### src/rtl/ex_operand_stage.sv
// ex_operand_stage
// ----------------
// Pipeline register and operand-forwarding stage between instruction decode
// and the combinational ALU. One decoded instruction is captured per cycle
// and presented to the ALU on the following cycle.
//
// RAW hazards are resolved as follows:
//   - Forwarding from EX/MEM, which has priority, and from MEM/WB onto the
//     registered source fields.
//   - A write-through at capture time from MEM/WB, because the register file
//     read in decode may still hold the stale value.
//
// Load-use hazards raise `stall` for one cycle. During that cycle a bubble
// is inserted. A bubble reaches the ALU as NULL_OP with zero operands.
//
// Ports:
//   clk, rstn            clock, asynchronous active-low reset
//   id_*                 decoded instruction from the decode stage
//   flush                kill the instruction entering this stage
//   exm_*                EX/MEM writeback info (forward source, priority)
//   wb_*                 MEM/WB writeback info (forward + write-through)
//   stall                load-use hazard, freeze PC and IF/ID
//   alu_in0/alu_in1/alu_op  ALU drive
//   ex_*                 stage contents passed downstream
module ex_operand_stage #(
  parameter int          XLEN    = 32,
  parameter logic [3:0]  NULL_OP = 4'b1111
) (
  input  logic            clk,
  input  logic            rstn,
  input  logic            id_valid,
  input  logic [4:0]      id_rs1,
  input  logic [4:0]      id_rs2,
  input  logic [XLEN-1:0] id_rs1_val,
  input  logic [XLEN-1:0] id_rs2_val,
  input  logic [XLEN-1:0] id_imm,
  input  logic            id_alusrc,
  input  logic [3:0]      id_aluop,
  input  logic [4:0]      id_rd,
  input  logic            id_regwrite,
  input  logic            id_memread,
  input  logic            flush,
  input  logic            exm_regwrite,
  input  logic [4:0]      exm_rd,
  input  logic [XLEN-1:0] exm_result,
  input  logic            wb_regwrite,
  input  logic [4:0]      wb_rd,
  input  logic [XLEN-1:0] wb_data,
  output logic            stall,
  output logic [XLEN-1:0] alu_in0,
  output logic [XLEN-1:0] alu_in1,
  output logic [3:0]      alu_op,
  output logic            ex_valid,
  output logic [4:0]      ex_rd,
  output logic            ex_regwrite,
  output logic            ex_memread,
  output logic [XLEN-1:0] ex_store_data
);

  // Stage register fields
  logic            valid_q,    valid_d;
  logic [4:0]      rs1_q,      rs1_d;
  logic [4:0]      rs2_q,      rs2_d;
  logic [XLEN-1:0] rs1_val_q,  rs1_val_d;
  logic [XLEN-1:0] rs2_val_q,  rs2_val_d;
  logic [XLEN-1:0] imm_q,      imm_d;
  logic            alusrc_q,   alusrc_d;
  logic [3:0]      aluop_q,    aluop_d;
  logic [4:0]      rd_q,       rd_d;
  logic            regwrite_q, regwrite_d;
  logic            memread_q,  memread_d;

  logic            load_id;
  logic [XLEN-1:0] opa, opb;

  // MEM/WB write-through. The register file has not yet been written with
  // wb_data when decode reads it, so the value must be patched on capture.
  function automatic logic [XLEN-1:0] write_through(
    input logic [4:0]      rs,
    input logic [XLEN-1:0] rf_val,
    input logic            w_en,
    input logic [4:0]      w_rd,
    input logic [XLEN-1:0] w_data
  );
    if (w_en && (w_rd != 5'd0) && (w_rd == rs)) return w_data;
    return rf_val;
  endfunction

  // Operand forwarding. EX/MEM is the younger result, so it wins. x0 never
  // forwards.
  function automatic logic [XLEN-1:0] forward(
    input logic [4:0]      rs,
    input logic [XLEN-1:0] stored,
    input logic            x_en,
    input logic [4:0]      x_rd,
    input logic [XLEN-1:0] x_res,
    input logic            w_en,
    input logic [4:0]      w_rd,
    input logic [XLEN-1:0] w_data
  );
    if (x_en && (x_rd != 5'd0) && (x_rd == rs)) return x_res;
    if (w_en && (w_rd != 5'd0) && (w_rd == rs)) return w_data;
    return stored;
  endfunction

  // A load in the stage whose destination is read by decode must wait one
  // cycle. rs2 is compared regardless of alusrc, because the instruction
  // format is not decoded here. A flush overrides the stall, since the
  // decode instruction is being killed anyway.
  always_comb begin
    stall = !flush && id_valid && valid_q && memread_q && (rd_q != 5'd0) &&
            ((rd_q == id_rs1) || (rd_q == id_rs2));
  end

  assign load_id = !flush && !stall && id_valid;

  always_comb begin
    valid_d    = 1'b0;
    rs1_d      = '0;
    rs2_d      = '0;
    rs1_val_d  = '0;
    rs2_val_d  = '0;
    imm_d      = '0;
    alusrc_d   = 1'b0;
    aluop_d    = NULL_OP;
    rd_d       = '0;
    regwrite_d = 1'b0;
    memread_d  = 1'b0;
    if (load_id) begin
      valid_d    = 1'b1;
      rs1_d      = id_rs1;
      rs2_d      = id_rs2;
      rs1_val_d  = write_through(id_rs1, id_rs1_val, wb_regwrite, wb_rd, wb_data);
      rs2_val_d  = write_through(id_rs2, id_rs2_val, wb_regwrite, wb_rd, wb_data);
      imm_d      = id_imm;
      alusrc_d   = id_alusrc;
      aluop_d    = id_aluop;
      rd_d       = id_rd;
      regwrite_d = id_regwrite;
      memread_d  = id_memread;
    end
  end

  // ---- ID/EX register boundary ----
  always_ff @(posedge clk or negedge rstn) begin
    if (!rstn) begin
      valid_q    <= 1'b0;
      rs1_q      <= '0;
      rs2_q      <= '0;
      rs1_val_q  <= '0;
      rs2_val_q  <= '0;
      imm_q      <= '0;
      alusrc_q   <= 1'b0;
      aluop_q    <= NULL_OP;
      rd_q       <= '0;
      regwrite_q <= 1'b0;
      memread_q  <= 1'b0;
    end else begin
      valid_q    <= valid_d;
      rs1_q      <= rs1_d;
      rs2_q      <= rs2_d;
      rs1_val_q  <= rs1_val_d;
      rs2_val_q  <= rs2_val_d;
      imm_q      <= imm_d;
      alusrc_q   <= alusrc_d;
      aluop_q    <= aluop_d;
      rd_q       <= rd_d;
      regwrite_q <= regwrite_d;
      memread_q  <= memread_d;
    end
  end

  always_comb begin
    opa = forward(rs1_q, rs1_val_q, exm_regwrite, exm_rd, exm_result,
                  wb_regwrite, wb_rd, wb_data);
    opb = forward(rs2_q, rs2_val_q, exm_regwrite, exm_rd, exm_result,
                  wb_regwrite, wb_rd, wb_data);
  end

  // Bubbles are forced to the ALU null op with zero operands. This holds
  // even though forwarding could otherwise match against stale fields.
  always_comb begin
    alu_in0       = '0;
    alu_in1       = '0;
    ex_store_data = '0;
    alu_op        = NULL_OP;
    if (valid_q) begin
      alu_in0       = opa;
      alu_in1       = alusrc_q ? imm_q : opb;
      ex_store_data = opb;
      alu_op        = aluop_q;
    end
  end

  assign ex_valid    = valid_q;
  assign ex_rd       = rd_q;
  assign ex_regwrite = regwrite_q;
  assign ex_memread  = memread_q;

endmodule

### config.mk
export PLATFORM = sky130hd
export DESIGN_NAME = ex_operand_stage
export DESIGN_NICKNAME = d
export VERILOG_FILES = /design/src/rtl/ex_operand_stage.sv
export SDC_FILE = /design/constraint.sdc
export NUM_CORES = 1
export LEC_CHECK = 0
export ABC_AREA = 1
export CAP_MARGIN = 0
export CORE_MARGIN = 3
export CORE_UTILIZATION = 45
export DETAILED_ROUTE_END_ITERATION = 16
export GPL_TIMING_DRIVEN = 0
export HOLD_SLACK_MARGIN = 0.1
export PLACE_DENSITY = 0.9
export SLEW_MARGIN = 20
export SYNTH_ARGS = -nofsm -noshare
export SYNTH_HDL_FRONTEND = slang
export SYNTH_SLANG_ARGS = --single-unit
### constraint.sdc
create_clock -name clk -period 2 [get_ports clk]
set_input_delay 0.4 -clock clk [delete_from_list [all_inputs] [get_ports clk]]
set_output_delay 0.4 -clock clk [all_outputs]
set_load 0.02 [all_outputs]
# [After elaboration in Yosys (flattened, before gate mapping)]
# Index checks and enable logic that the tools add are counted.
[totals] register_bits=119 input_bits=198 output_inout_bits=109 wordCells=78
[classes] eq_ne=8 muxes=38 reduce_logical=21
[ops] op="32-bit 2-to-1 mux" count=19
[ops] op="5-bit equality test" count=8
[ops] op="1-bit logical AND" count=15
[ops] op="5-bit 2-to-1 mux" count=3
[ops] op="5-bit nonzero test" count=3
[ops] op="1-bit 2-to-1 mux" count=14
[ops] op="4-bit 2-to-1 mux" count=2
[ops] op="1-bit zero test" count=2
[ops] op="1-bit logical OR" count=1

# [Longest topological paths before layout]
[depth] depth_word=12 mapped_depth=12 depth_no_buf=11

# [Worst setup path after synthesis]
# Ideal clock, no wire load.
[synth_timing] path_type="input-to-output" from="input port wb_rd[0]" to="output port ex_store_data[10]" arrival_ns=1.703 required_time_ns=1.600 slack_ns=-0.103 cell_stages=9 n_path_buf=2 cell_sequence="buf_2 xnor2_1 nand3_1 nor2_4 nand2_1 buf_4 nand2_1 nand3_1 a21oi_1"
[synth_via] elab_chain_len=8 word_cells_on_any_way=10 classes_between="eq/ne (1); mux (6); reduce/logical (3)"
[synth_lines] element="from (decl)" line="47" source="input logic [4:0] wb_rd,"
[synth_lines] element="5-bit nonzero test" line="102" source="if (w_en && (w_rd != 5'd0) && (w_rd == rs)) return w_data;"
[synth_lines] element="1-bit logical AND" line="102"
[synth_lines] element="1-bit logical AND (*)" line="102"
[synth_lines] element="1-bit 2-to-1 mux (2 in series)" line="102"
[synth_lines] element="32-bit 2-to-1 mux (*)" line="103" source="return stored;"
[synth_lines] element="32-bit 2-to-1 mux (*)" line="102"
[synth_lines] element="32-bit 2-to-1 mux (*)" line="187" source="if (valid_q) begin"
[synth_lines] element="to (decl)" line="57" source="output logic [XLEN-1:0] ex_store_data"
# Every way passes the cells marked *; elsewhere a longest branch is shown, timed or not. The select of a mux whose other input is x is not followed.

# [Worst setup path in the final report]
[layout_timing] from="register rs1_q[2]" to="output port alu_in0[30]"
[layout_via] elab_chain_len=7 word_cells_on_any_way=11 classes_between="eq/ne (2); mux (7); reduce/logical (2)"
[layout_lines] element="from (decl)" line="62" source="logic [4:0] rs1_q, rs1_d;"
[layout_lines] element="from (signal assigned)" line="160" source="rs1_q <= rs1_d;"
[layout_lines] element="5-bit equality test" line="102"
[layout_lines] element="1-bit logical AND" line="102"
[layout_lines] element="1-bit 2-to-1 mux (2 in series)" line="102"
[layout_lines] element="32-bit 2-to-1 mux" line="103"
[layout_lines] element="32-bit 2-to-1 mux (*)" line="102"
[layout_lines] element="32-bit 2-to-1 mux (*)" line="187"
[layout_lines] element="to (decl)" line="50" source="output logic [XLEN-1:0] alu_in0,"
# Marks and branches as above.

==> reports/qor.yml <==
ys_seq_elements: 119
hold_viol_final: 0
async_reset_ff_share_pct: 100
violations: "setup timing"
drive_above_1_share_pct: 32.1
dr.pass1.iters: 6
synthTopCellsByArea: "dfrtp_1, inv_1, nand3_1"
antenna_found_initial: 2
io_pins: 307
io_buffers: 303
cts_tree: "yes"
p_sw_w: 0.00234
worstHoldStart: "id_rs2[1]"
rows: 48
r2r_slack_ps: 120
r2r-end: "imm_q[21]$_DFF_PN0_"
yosys_warnings: 0
finClkSkew_ps: 8.42
die_w_um: 141
tightest_slew_ps: 957
grtUsageTotal_pct: 36.1
dieArea_um2: 19800
ys_types: 30
crit_path_start_kind: "register"
yosysTopAreaCell: "dfrtp_1"
grt_max_degree: 74
die_h_um: 141
fin_crit_sh_pct: 135
synth_top_family_by_area: "simple AND/OR/NAND/NOR gates"
syn2layout_area_growth_pct: 77.9
p_sw_share_pct: 29.4
clockBufferDepth: 2
required_ps: 1600
numCtsBuffers: 17
r2r.worst_path.cells: 9
max-vdd-ir-drop_mv: 0.614
synth_xor_area_share_pct: 3.22
nets: 1835
synthMuxAreaShare_pct: 0
grt-ovfl-total: 0
cap_violations: 0
crit_type: "register to primary output"
status: "finished with violations"
slew_viol_final: 0
worstPathArrival_ps: 2310
initial_core_util_pct: 46.6
clk_latency_ps: 430
core_area_um2: 17500
initialDrtViolationCount: 1259
wire_per_inst_um: 21.1
cts_max_level: 4
viasPerCell: 5.71
power.density_nw_per_um2: 547
yosys.area_share.adder_pct: 0
clk_pin_slew_ps: 50
syn_area_per_cell_um2: 6.37
synthFlopType: "dfrtp_1"
syn_nets: 1479
worst-path-max-fanout: 5
hold_path_depth: 3
setup_slack_ps: -708
internal-power_w: 0.00561
fmax_mhz: 369
fin_crit_ps: 2710
grt_pass1_vias: 10700
min_to: "rs2_q[1]$_DFF_PN0_"
power_frac_seq_pct: 32.1
synthCells: 1281
setup_tns_ps: -58020
drc: 0
combPwrFrac_pct: 25.3
slew_headroom_pct: 36.2
dp.cells: 1810
synth_compound_area_share_pct: 8.15
power.leakage_nw: 7.79
gp_congestion: 0.972
post_synth_and_or_nand_nor_area_fraction_pct: 33.2
hpwl_um: 24000
clockPowerShare_pct: 42.6
holdWs_ps: 295
netlist_area_um2: 8170
synth_edf_count: 0
wirelength_um: 39500
cts-root-buf: "clkbuf_16"
setup_violations: 97
r2r-start: "ex_rd[3]$_DFF_PN0_"
rsz0062_at_grt: "true"
ant_nets: 0
end_kind: "primary output"
vias: 10700
clock_sinks: 119
yosysSeqAreaShare_pct: 36.5
grt_first_pass_wirelength_um: 56200
fin_cells: 1876
yosysTopAreaCellShare_pct: 35.2
hp-class: "input port to register"
==> cell usage after synthesis (2+ instances only) <==
library cell  count
inv_1           288
nand2_1         223
nand3_1         200
nor2_1          188
dfrtp_1         115
o21ai_1          57
o21ai_0          39
a21oi_1          37
buf_2            31
clkbuf_1         23
xor2_1           18
buf_6            14
xnor2_1          12
buf_4             5
dfstp_2           4
or2_2             4
buf_1             3
inv_2             3
nor3_2            3
nand2_2           2
nand2_4           2
nor3_1            2
==> cell type report <==
class	instances	area, um^2
clock buffers	23	458
fillers	1022	3010
repair buffers	339	3530
diodes	1	2.50
well taps	225	282
flip-flops and latches	119	2990
plain buffers	73	651
clock inverters	9	173
multi-input cells	796	5350
inverters	291	1090
==> how the worst max path moves through the flow <==
stage / to / from / cells after the start
6_report: alu_in0[30] / rs1_q[2]$_DFF_PN0_ / 9
5_1_grt: alu_in0[2] / rs1_q[0]$_DFF_PN0_ / 11
4_1_cts: alu_in0[2] / rs1_q[1]$_DFF_PN0_ / 11
3_5_place_dp: alu_in0[17] / exm_rd[1] / 11
3_3_place_gp: rs1_val_q[5]$_DFF_PN0_ / rstn / 1
2_1_floorplan: ex_store_data[10] / wb_rd[0] / 9
==> critical path: stages, from the launching register on <==
cell and delay (ps):
dfrtp_1 410, xor2_1 210, nor3_4 250, buf_4 170, nand3_4 160, clkbuf_16 230, nand3_1 80, nand2_1 60
inv_1 60, clkdlybuf4s15_2 260
==> through the flow <==
stage | area [um^2] | power, W | utilization [%] | setup slack (ps)
2_1_floorplan | 8280 | 0.00330 | - | -16.0
3_3_place_gp | 11600 | 0.00409 | 66.1 | -4100
3_5_place_dp | 11600 | 0.00412 | 66.3 | -1680
4_1_cts | 13700 | 0.00769 | 78.0 | -673
5_1_grt | 14500 | 0.00818 | 82.8 | -814
6_report | 14500 | 0.00795 | 82.8 | -708
==> cells in the final DEF (no fill, tap or decap), types with 11 or more instances in the layout <==
cell type | synthesis | routed
nand3_4 | 0 | 50
nand2_4 | 2 | 34
o21ai_1 | 57 | 71
dlygate4sd2_1 | 0 | 11
clkbuf_16 | 0 | 20
o21ai_2 | 0 | 12
nor2_1 | 188 | 185
buf_4 | 5 | 30
buf_2 | 31 | 27
a21oi_2 | 0 | 22
dfrtp_1 | 115 | 113
nand2_2 | 2 | 30
inv_1 | 288 | 250
a21oi_4 | 0 | 12
inv_2 | 3 | 41
clkbuf_1 | 23 | 13
xor2_1 | 18 | 18
nand3_2 | 1 | 74
nand3_1 | 200 | 78
buf_6 | 14 | 100
nand2_1 | 223 | 161
clkdlybuf4s50_1 | 0 | 187
==> power by group through the flow <==
| stage | clock network, W | logic [W] | registers, W |
|---|---|---|---|
| final | 0.00339 | 0.00201 | 0.00255 |
| after global routing | 0.00350 | 0.00213 | 0.00256 |
| after CTS | 0.00336 | 0.00178 | 0.00255 |
| after detailed placement | 0 | 0.00153 | 0.00259 |
| after global placement | 0 | 0.00150 | 0.00259 |
| after floorplan | 0 | 0.000714 | 0.00258 |
==> what timing repair did <==
action	CTS	global route
gates cloned	8	0
endpoints found under the hold margin	46	0
pin swaps	70	68
gates resized for setup	825	234
setup endpoints to repair	164	133
hold buffers	1	0
buffers inserted	22	6
==> kinds of logic after synthesis <==
group / after synthesis
AO/OA/AOI/OAI: 133
XOR/XNOR: 30
buffers and inverters: 367
flip-flops: 119
AND/OR/NAND/NOR: 632
==> registers in the layout, summed over array words and instances, names as in the netlist <==
| name | flops |
|---|---|
| ex_rd | 5 |
| rs2_q | 5 |
| rs1_q | 5 |
| ex_memread | 1 |
| aluop_q | 4 |
| ex_valid | 1 |
| alusrc_q | 1 |
| ex_regwrite | 1 |
| rs1_val_q | 32 |
| imm_q | 32 |
| rs2_val_q | 32 |
==> layer usage <==
metal	vias to the layer above	global-route usage, %	part of all wire [%]
li1	4582	-	-
met1	4972	41.9	34
met2	927	62.3	49
met3	238	8.72	11
met4	2	18.2	6.0
met5	-	0	0.033
Note: power is estimated with default switching activity, not from simulation.
